## src/rtl/pwm_pkg.sv

```systemverilog
// pwm_pkg: shared mode encodings, default width and flattened-bus field slicing for the PWM bank.
package pwm_pkg;
    localparam logic MODE_EDGE   = 1'b0;
    localparam logic MODE_CENTER = 1'b1;
    localparam int   CNT_W_DEF   = 32;
    localparam int   MAX_CH      = 32;
    localparam int   MAX_W       = 64;
    localparam int   BUS_W       = MAX_CH * MAX_W;

    function automatic logic [MAX_W-1:0] field(input logic [BUS_W-1:0] bus, input int unsigned i,
                                               input int unsigned w);
        return MAX_W'(bus >> (i * w)) & ((MAX_W'(1) << w) - MAX_W'(1));
    endfunction
endpackage

```

## src/rtl/pwm_channel.sv

```systemverilog
// pwm_channel: one PWM channel with period counter, shadow period/duty and registered compare output.
module pwm_channel
    import pwm_pkg::*;
#(
    parameter int CNT_W = CNT_W_DEF
) (
    input  logic             clk,
    input  logic             rst_n,
    input  logic             en_i,
    input  logic             mode_i,
    input  logic             pol_i,
    input  logic             load_i,
    input  logic [CNT_W-1:0] period_i,
    input  logic [CNT_W-1:0] duty_i,
    output logic             pwm_o,
    output logic             pend_o,
    output logic             prd_end_o
);
    logic [CNT_W-1:0] cnt_q, cnt_d, per_q, per_d, duty_q, duty_d, pper_q, pper_d, pduty_q, pduty_d;
    logic             dir_q, dir_d, pend_q, pend_d, mode_q, mode_d, run_q, pwm_q, pwm_d, end_q;
    logic             vld_q, dn, bnd, xfer;

    always_comb begin
        dn = mode_q == MODE_CENTER && per_q != '0 && (dir_q || cnt_q == per_q);
        bnd = (mode_q == MODE_CENTER && per_q != '0) ? dn && cnt_q == CNT_W'(1) : cnt_q == per_q;
        cnt_d = bnd ? '0 : dn ? cnt_q - 1'b1 : cnt_q + 1'b1;
        dir_d = dn && cnt_q != CNT_W'(1);
        // the first enabled edge after a disable restarts the period at 0 without counting
        if (!en_i || !run_q) begin
            cnt_d = '0;
            dir_d = 1'b0;
            bnd   = 1'b0;
        end
        xfer    = !en_i || bnd;
        per_d   = xfer ? pper_q : per_q;
        duty_d  = xfer ? pduty_q : duty_q;
        pper_d  = load_i ? period_i : pper_q;
        pduty_d = load_i ? duty_i : pduty_q;
        pend_d  = load_i || (pend_q && !xfer);
        mode_d  = (xfer || !run_q) ? mode_i : mode_q;
        pwm_d   = en_i ? (cnt_d < duty_d) ^ pol_i : pol_i;
    end

    always_ff @(posedge clk or negedge rst_n) begin
        if (!rst_n) begin
            cnt_q   <= '0;
            dir_q   <= 1'b0;
            per_q   <= '0;
            duty_q  <= '0;
            pper_q  <= '0;
            pduty_q <= '0;
            pend_q  <= 1'b0;
            mode_q  <= MODE_EDGE;
            run_q   <= 1'b0;
            pwm_q   <= 1'b0;
            end_q   <= 1'b0;
            vld_q   <= 1'b0;
        end else begin
            cnt_q   <= cnt_d;
            dir_q   <= dir_d;
            per_q   <= per_d;
            duty_q  <= duty_d;
            pper_q  <= pper_d;
            pduty_q <= pduty_d;
            pend_q  <= pend_d;
            mode_q  <= mode_d;
            run_q   <= en_i;
            pwm_q   <= pwm_d;
            end_q   <= bnd;
            vld_q   <= 1'b1;
        end
    end

    // until the first edge after reset the output rests at the inactive level
    assign pwm_o     = vld_q ? pwm_q : pol_i;
    assign pend_o    = pend_q;
    assign prd_end_o = end_q;
endmodule

```

## src/rtl/pwm_bank.sv

```systemverilog
// pwm_bank: NUM_CH independent PWM channels fed from flattened period/duty buses.
module pwm_bank
    import pwm_pkg::*;
#(
    parameter int NUM_CH = 8,
    parameter int CNT_W  = CNT_W_DEF
) (
    input  logic                    clk,
    input  logic                    rst_n,
    input  logic [NUM_CH-1:0]       en_i,
    input  logic [NUM_CH-1:0]       mode_i,
    input  logic [NUM_CH-1:0]       pol_i,
    input  logic [NUM_CH*CNT_W-1:0] period_i,
    input  logic [NUM_CH*CNT_W-1:0] duty_i,
    input  logic [NUM_CH-1:0]       load_i,
    output logic [NUM_CH-1:0]       pwm_o,
    output logic [NUM_CH-1:0]       pend_o,
    output logic [NUM_CH-1:0]       prd_end_o
);
    logic [BUS_W-1:0] per_ext, duty_ext;

    assign per_ext  = BUS_W'(period_i);
    assign duty_ext = BUS_W'(duty_i);

    for (genvar g = 0; g < NUM_CH; g++) begin : g_ch
        pwm_channel #(.CNT_W(CNT_W)) u_ch (
            .clk      (clk),
            .rst_n    (rst_n),
            .en_i     (en_i[g]),
            .mode_i   (mode_i[g]),
            .pol_i    (pol_i[g]),
            .load_i   (load_i[g]),
            .period_i (CNT_W'(field(per_ext, g, CNT_W))),
            .duty_i   (CNT_W'(field(duty_ext, g, CNT_W))),
            .pwm_o    (pwm_o[g]),
            .pend_o   (pend_o[g]),
            .prd_end_o(prd_end_o[g])
        );
    end
endmodule

```

## config.mk

```make
export PLATFORM = sky130hd
export DESIGN_NAME = pwm_bank
export DESIGN_NICKNAME = d
export VERILOG_FILES = /design/src/rtl/pwm_pkg.sv /design/src/rtl/pwm_channel.sv /design/src/rtl/pwm_bank.sv
export SDC_FILE = /design/constraint.sdc
export NUM_CORES = 2
export LEC_CHECK = 0
export CELL_PAD_IN_SITES_DETAIL_PLACEMENT = 1
export CELL_PAD_IN_SITES_GLOBAL_PLACEMENT = 1
export CORE_UTILIZATION = 30
export DETAILED_ROUTE_END_ITERATION = 6
export PLACE_DENSITY_LB_ADDON = 0.1
export SLEW_MARGIN = 20
export SYNTH_ARGS = -nofsm -noshare
export SYNTH_HDL_FRONTEND = slang
export SYNTH_SLANG_ARGS = --single-unit
export TNS_END_PERCENT = 1
```

## constraint.sdc

```tcl
create_clock -name clk -period 15.2 [get_ports clk]
set_clock_uncertainty 0.15 [all_clocks]
set_input_delay 3.04 -clock clk [delete_from_list [all_inputs] [get_ports clk]]
set_output_delay 3.04 -clock clk [all_outputs]
set_load 0.1 [all_outputs]
```

Word level (Yosys, flattened, before mapping)
Index checks and enable logic that the tools add are counted.

storage, ports and cells
  bits in registers = 1,329
  output and inout port bits = 24

cells by class
  add/subtract/negate cells = 16
  magnitude comparators = 8
  equality and inequality tests = 24
  multiplexer cells = 72
  bitwise gates (word level) = 8
  reduce and logical (&&, ||, !) cells = 112

operator list
  operator                                                                   number
  32-bit 2-to-1 mux                                                          32
  32-bit by 1-bit adder with 32-bit output (second input constant)           8
  32-bit by 1-bit == test with 1-bit output (second input constant)          8
  32-bit == test                                                             8
  32-bit less-than comparator                                                8
  32-bit by 1-bit inequality test with 1-bit output (second input constant)  8
  32-bit nonzero test                                                        8
  32-bit by 1-bit subtractor with 32-bit output (second input constant)      8
  1-bit logical AND                                                          40
  1-bit logical OR                                                           40
  1-bit 2-to-1 mux                                                           40
  1-bit zero test                                                            24
  1-bit bitwise XOR                                                          8

Logic depth before layout (Yosys ltp)
  depth after elaboration = 11
  mapped depth = 20

Hierarchy
Synthesis repeated with hierarchy kept, for this count alone.

unflattened totals
  cells, all modules = 6,306
  area, all modules = 70,060.9 um^2

modules (own cells, without submodules)
  module                          instances  cells each  area each (um^2)
  pwm_channel (g_ch[0].u_ch ...)  6          788         8,753.4
  pwm_channel (g_ch[7].u_ch)      1          790         8,894.8
  pwm_channel (g_ch[1].u_ch)      1          788         8,645.8

Worst setup path before layout
No wires, ideal clock.

  path type = input-to-output
  start = in pol_i[0]
  end = out pwm_o[0]
  arrival time = 3.507 ns
  slack = 8.503 ns
  cell stages on the path = 2
  cells stage by stage = mux2_2 buf_4

on the way
  word-level cells in the longest chain between the ends = 1

RTL lines
  item                RTL line           RTL
  start: declaration  pwm_bank.sv:12     input logic [NUM_CH-1:0] pol_i,
  1-bit 2-to-1 mux    pwm_channel.sv:75  assign pwm_o = vld_q ? pwm_q : pol_i;
  end: declaration    pwm_bank.sv:16     output logic [NUM_CH-1:0] pwm_o,

No other way between the ends.

Worst setup path in the final report
Same ends and word-level chain as after synthesis.

==> impl_metrics.env <==
export IMPL_path_buf_inv=2
export IMPL_crit_path_max_incr_delay_ns=1.13
export IMPL_final_cell_count_no_fill=9420
export IMPL_yosys_most_used_dff="dfrtp_1"
export IMPL_placementRows=173
export IMPL_clk_pin_slew_ns=0.06
export IMPL_die_area_sq_um=226300
export IMPL_vias=47030
export IMPL_vdd_drop_max_mv=0.08376
export IMPL_syn_avg_cell_area_sq_um=11.53
export IMPL_worst_slew_pin_slew_ns=1.216
export IMPL_synth_cells=5841
export IMPL_drive_above_1_share=0.1884
export IMPL_synth_distinct_cells=90
export IMPL_routed_wl_microns=210900
export IMPL_finalNetCount=7127
export IMPL_drc_errors=0
export IMPL_antenna_found_initial=39
export IMPL_crit_path_frequent_cell="clkdlybuf4s50_1"
export IMPL_via_per_inst=4.993
export IMPL_clk_latency_ns=0.80
export IMPL_final_common_cell="dfrtp_1"
export IMPL_start_kind="input port"
export IMPL_grt_total_usage=0.1873
export IMPL_postCtsHoldBufs=0
export IMPL_hold_violations=0
export IMPL_placed_area_sq_um=75820
export IMPL_start_util=0.3025
export IMPL_min_path_type="register to register"
export IMPL_htreeDepth=4
export IMPL_root_buffer="clkbuf_16"
export IMPL_arrival_ns=4.84
export IMPL_setup_ws_ns=7.168
export IMPL_io_buffers=569
export IMPL_fmax_mhz=124.5
export IMPL_min_period_over_period=0.5284
export IMPL_cts_tree="built"
export IMPL_path_class="input port to output port"
export IMPL_cts_buffers=162
export IMPL_grt_pass1_vias=50540
export IMPL_cts_path_max_buffers=3
export IMPL_place_hpwl_microns=157700
export IMPL_yosysSeqAreaShare=0.4940
export IMPL_dp_slack_ns=7.166
export IMPL_yosys_warnings=0
export IMPL_slew_viol_final=0
export IMPL_grt_max_degree=173
export IMPL_syn_to_final_growth_pct=20.93
export IMPL_drt_first_iter_violations=2403
export IMPL_ant_nets=0
export IMPL_core_sq_um=222500
export IMPL_overflow=0
export IMPL_p_per_area_nw_per_um2=114.3
export IMPL_syn_cell_area_sq_um=67320
export IMPL_setup_viol=0
export IMPL_die_h_microns=475.7
export IMPL_status="completed"
export IMPL_post_place_cells=9120
export IMPL_leakagePower_nw=35.06
export IMPL_crit_path_end_kind="output port"
export IMPL_gp_congestion=0.8529
export IMPL_die_x_microns=475.7
export IMPL_critical_path_max_fanout=2
export IMPL_crit_chain="clkdlybuf4s50_1, mux2_2, clkdlybuf4s50_1"
export IMPL_ys_ff_latch=1329
export IMPL_pin_count=570
export IMPL_cap_violations=0
export IMPL_rsz0062_at_grt="no"
export IMPL_relSlewSlack=0.1792
export IMPL_cp_slowest_cell="clkdlybuf4s50_1"
export IMPL_synth_edf_count=0
export IMPL_final_area_sq_um=81410
export IMPL_final_min_clock_period_ns=8.032
export IMPL_crit_family="buffers and inverters"
export IMPL_clock_sinks=1329
export IMPL_grt_pass1_wl_microns=325300
export IMPL_tns_ns=0
export IMPL_cts_setup_buffers=0
export IMPL_cts_resized=0
export IMPL_wl_per_cell_microns=22.39
export IMPL_syn_nets=6659
export IMPL_cp_data_required_time_ns=12.01
export IMPL_synthArstFlopShare=1.000
export IMPL_first_pass_iters=5
export IMPL_final_cell_mix="dfrtp_1, mux2_2, clkdlybuf4s50_1"
-- where the power goes --
part	switching, W	total [W]	internal, W
Combinational	0.000551	0.00113	0.000574
Sequential	0.000273	0.00416	0.00389
Clock	0.00164	0.00402	0.00238
-- worst min-delay path: cells and delay by family (launching register included) --
kind	cells	cell delay (ns)
DFF	1	0.34
and+or+nand+nor	2	0.10
-- layout make-up --
cell class / instances / area (sq um)
clock inverter: 67 / 850.8
tap: 2975 / 3722
multi-input combinational: 3878 / 31490
timing repair buffer: 626 / 6178
sequential: 1329 / 33260
antenna: 6 / 15.01
clock buffer: 227 / 4722
fill: 24020 / 141100
inverter: 312 / 1171
-- kinds of logic (layout without fill, tap and decap cells) --
family,Yosys count,after routing,synth area share
AND/OR/NAND/NOR,1464,1464,0.1141
flip-flops,1329,1329,0.4940
multiplexers,1110,1110,0.1831
buffers and inverters,634,1232,0.04007
AO/OA/AOI/OAI,560,560,0.05683
XOR/XNOR,471,471,0.06128
adder cells (fa/ha/maj),272,272,0.05055
other,1,7,0.00005570
-- metal layers --
| metal | vias to the layer above | track usage | routed length, microns |
|---|---|---|---|
| li1 | 21780 | - | - |
| met5 | - | 0 | 191 |
| met4 | 32 | 0.04193 | 3830 |
| met3 | 274 | 0.03517 | 10170 |
| met1 | 24080 | 0.2699 | 102100 |
| met2 | 866 | 0.2888 | 94650 |
-- state kept, by name, summed over array words and instances, names as in the netlist --
name and count:
g_ch.u_ch.cnt_q 256, g_ch.u_ch.pend_o 8, g_ch.u_ch.per_q 256, g_ch.u_ch.pper_q 256, g_ch.u_ch.dir_q 8, g_ch.u_ch.duty_q 256, g_ch.u_ch.mode_q 8, g_ch.u_ch.prd_end_o 8
g_ch.u_ch.run_q 8, g_ch.u_ch.pwm_q 8, g_ch.u_ch.vld_q 1, g_ch.u_ch.pduty_q 256
-- metrics by stage --
| step | util | hold WS (ns) | power [W] |
|---|---|---|---|
| 2_1_floorplan | - | 0.2853 | 0.004829 |
| 3_3_place_gp | 0.3407 | 0.3130 | 0.005344 |
| 3_5_place_dp | 0.3408 | 0.3083 | 0.005376 |
| 4_1_cts | 0.3658 | 0.3220 | 0.009505 |
| 5_1_grt | 0.3658 | 0.3465 | 0.009775 |
| 6_report | 0.3659 | 0.3215 | 0.009308 |
-- worst paths after layout --
check / start / to / slack (ns) / cells after the start
setup / recovery: pol_i[0] / pwm_o[0] / 7.17 / 3
hold / removal: g_ch[3].u_ch.mode_q / g_ch[3].u_ch.mode_q / 0.32 / 2
setup reg to reg: g_ch[1].u_ch.per_q[17] / g_ch[1].u_ch.pwm_q / 8.93 / 17
hold reg to reg: g_ch[3].u_ch.mode_q / g_ch[3].u_ch.mode_q / 0.32 / 2
max in group asynchronous: rst_n / g_ch[0].u_ch.pduty_q[23] / 9.85 / 4
min in group asynchronous: rst_n / g_ch[3].u_ch.pduty_q[25] / 2.09 / 1
-- cells in the mapped netlist, types with 30 or more instances --
master / number / area, sq um
nor3_1: 123 / 615.6
nand4_1: 165 / 1032
or4_1: 33 / 247.7
mux2_1: 37 / 416.7
a211oi_1: 31 / 232.7
buf_2: 47 / 235.2
and3_1: 63 / 394.1
a21o_1: 35 / 262.8
xor2_1: 150 / 1314
o211ai_1: 36 / 270.3
nor2_1: 388 / 1456
mux2i_1: 285 / 2853
mux2_4: 30 / 450.4
ha_1: 272 / 3403
or3_1: 37 / 231.5
nand2_1: 204 / 765.7
mux2_2: 729 / 8209
dfrtp_1: 1329 / 33260
xnor2_1: 321 / 2811
o21ai_0: 119 / 595.6
inv_1: 283 / 1062
nand3_1: 102 / 510.5
and4_1: 32 / 280.3
clkbuf_1: 217 / 814.5
a21oi_1: 96 / 480.5
nor4_1: 172 / 1076
(Power assumes the default switching activity.)
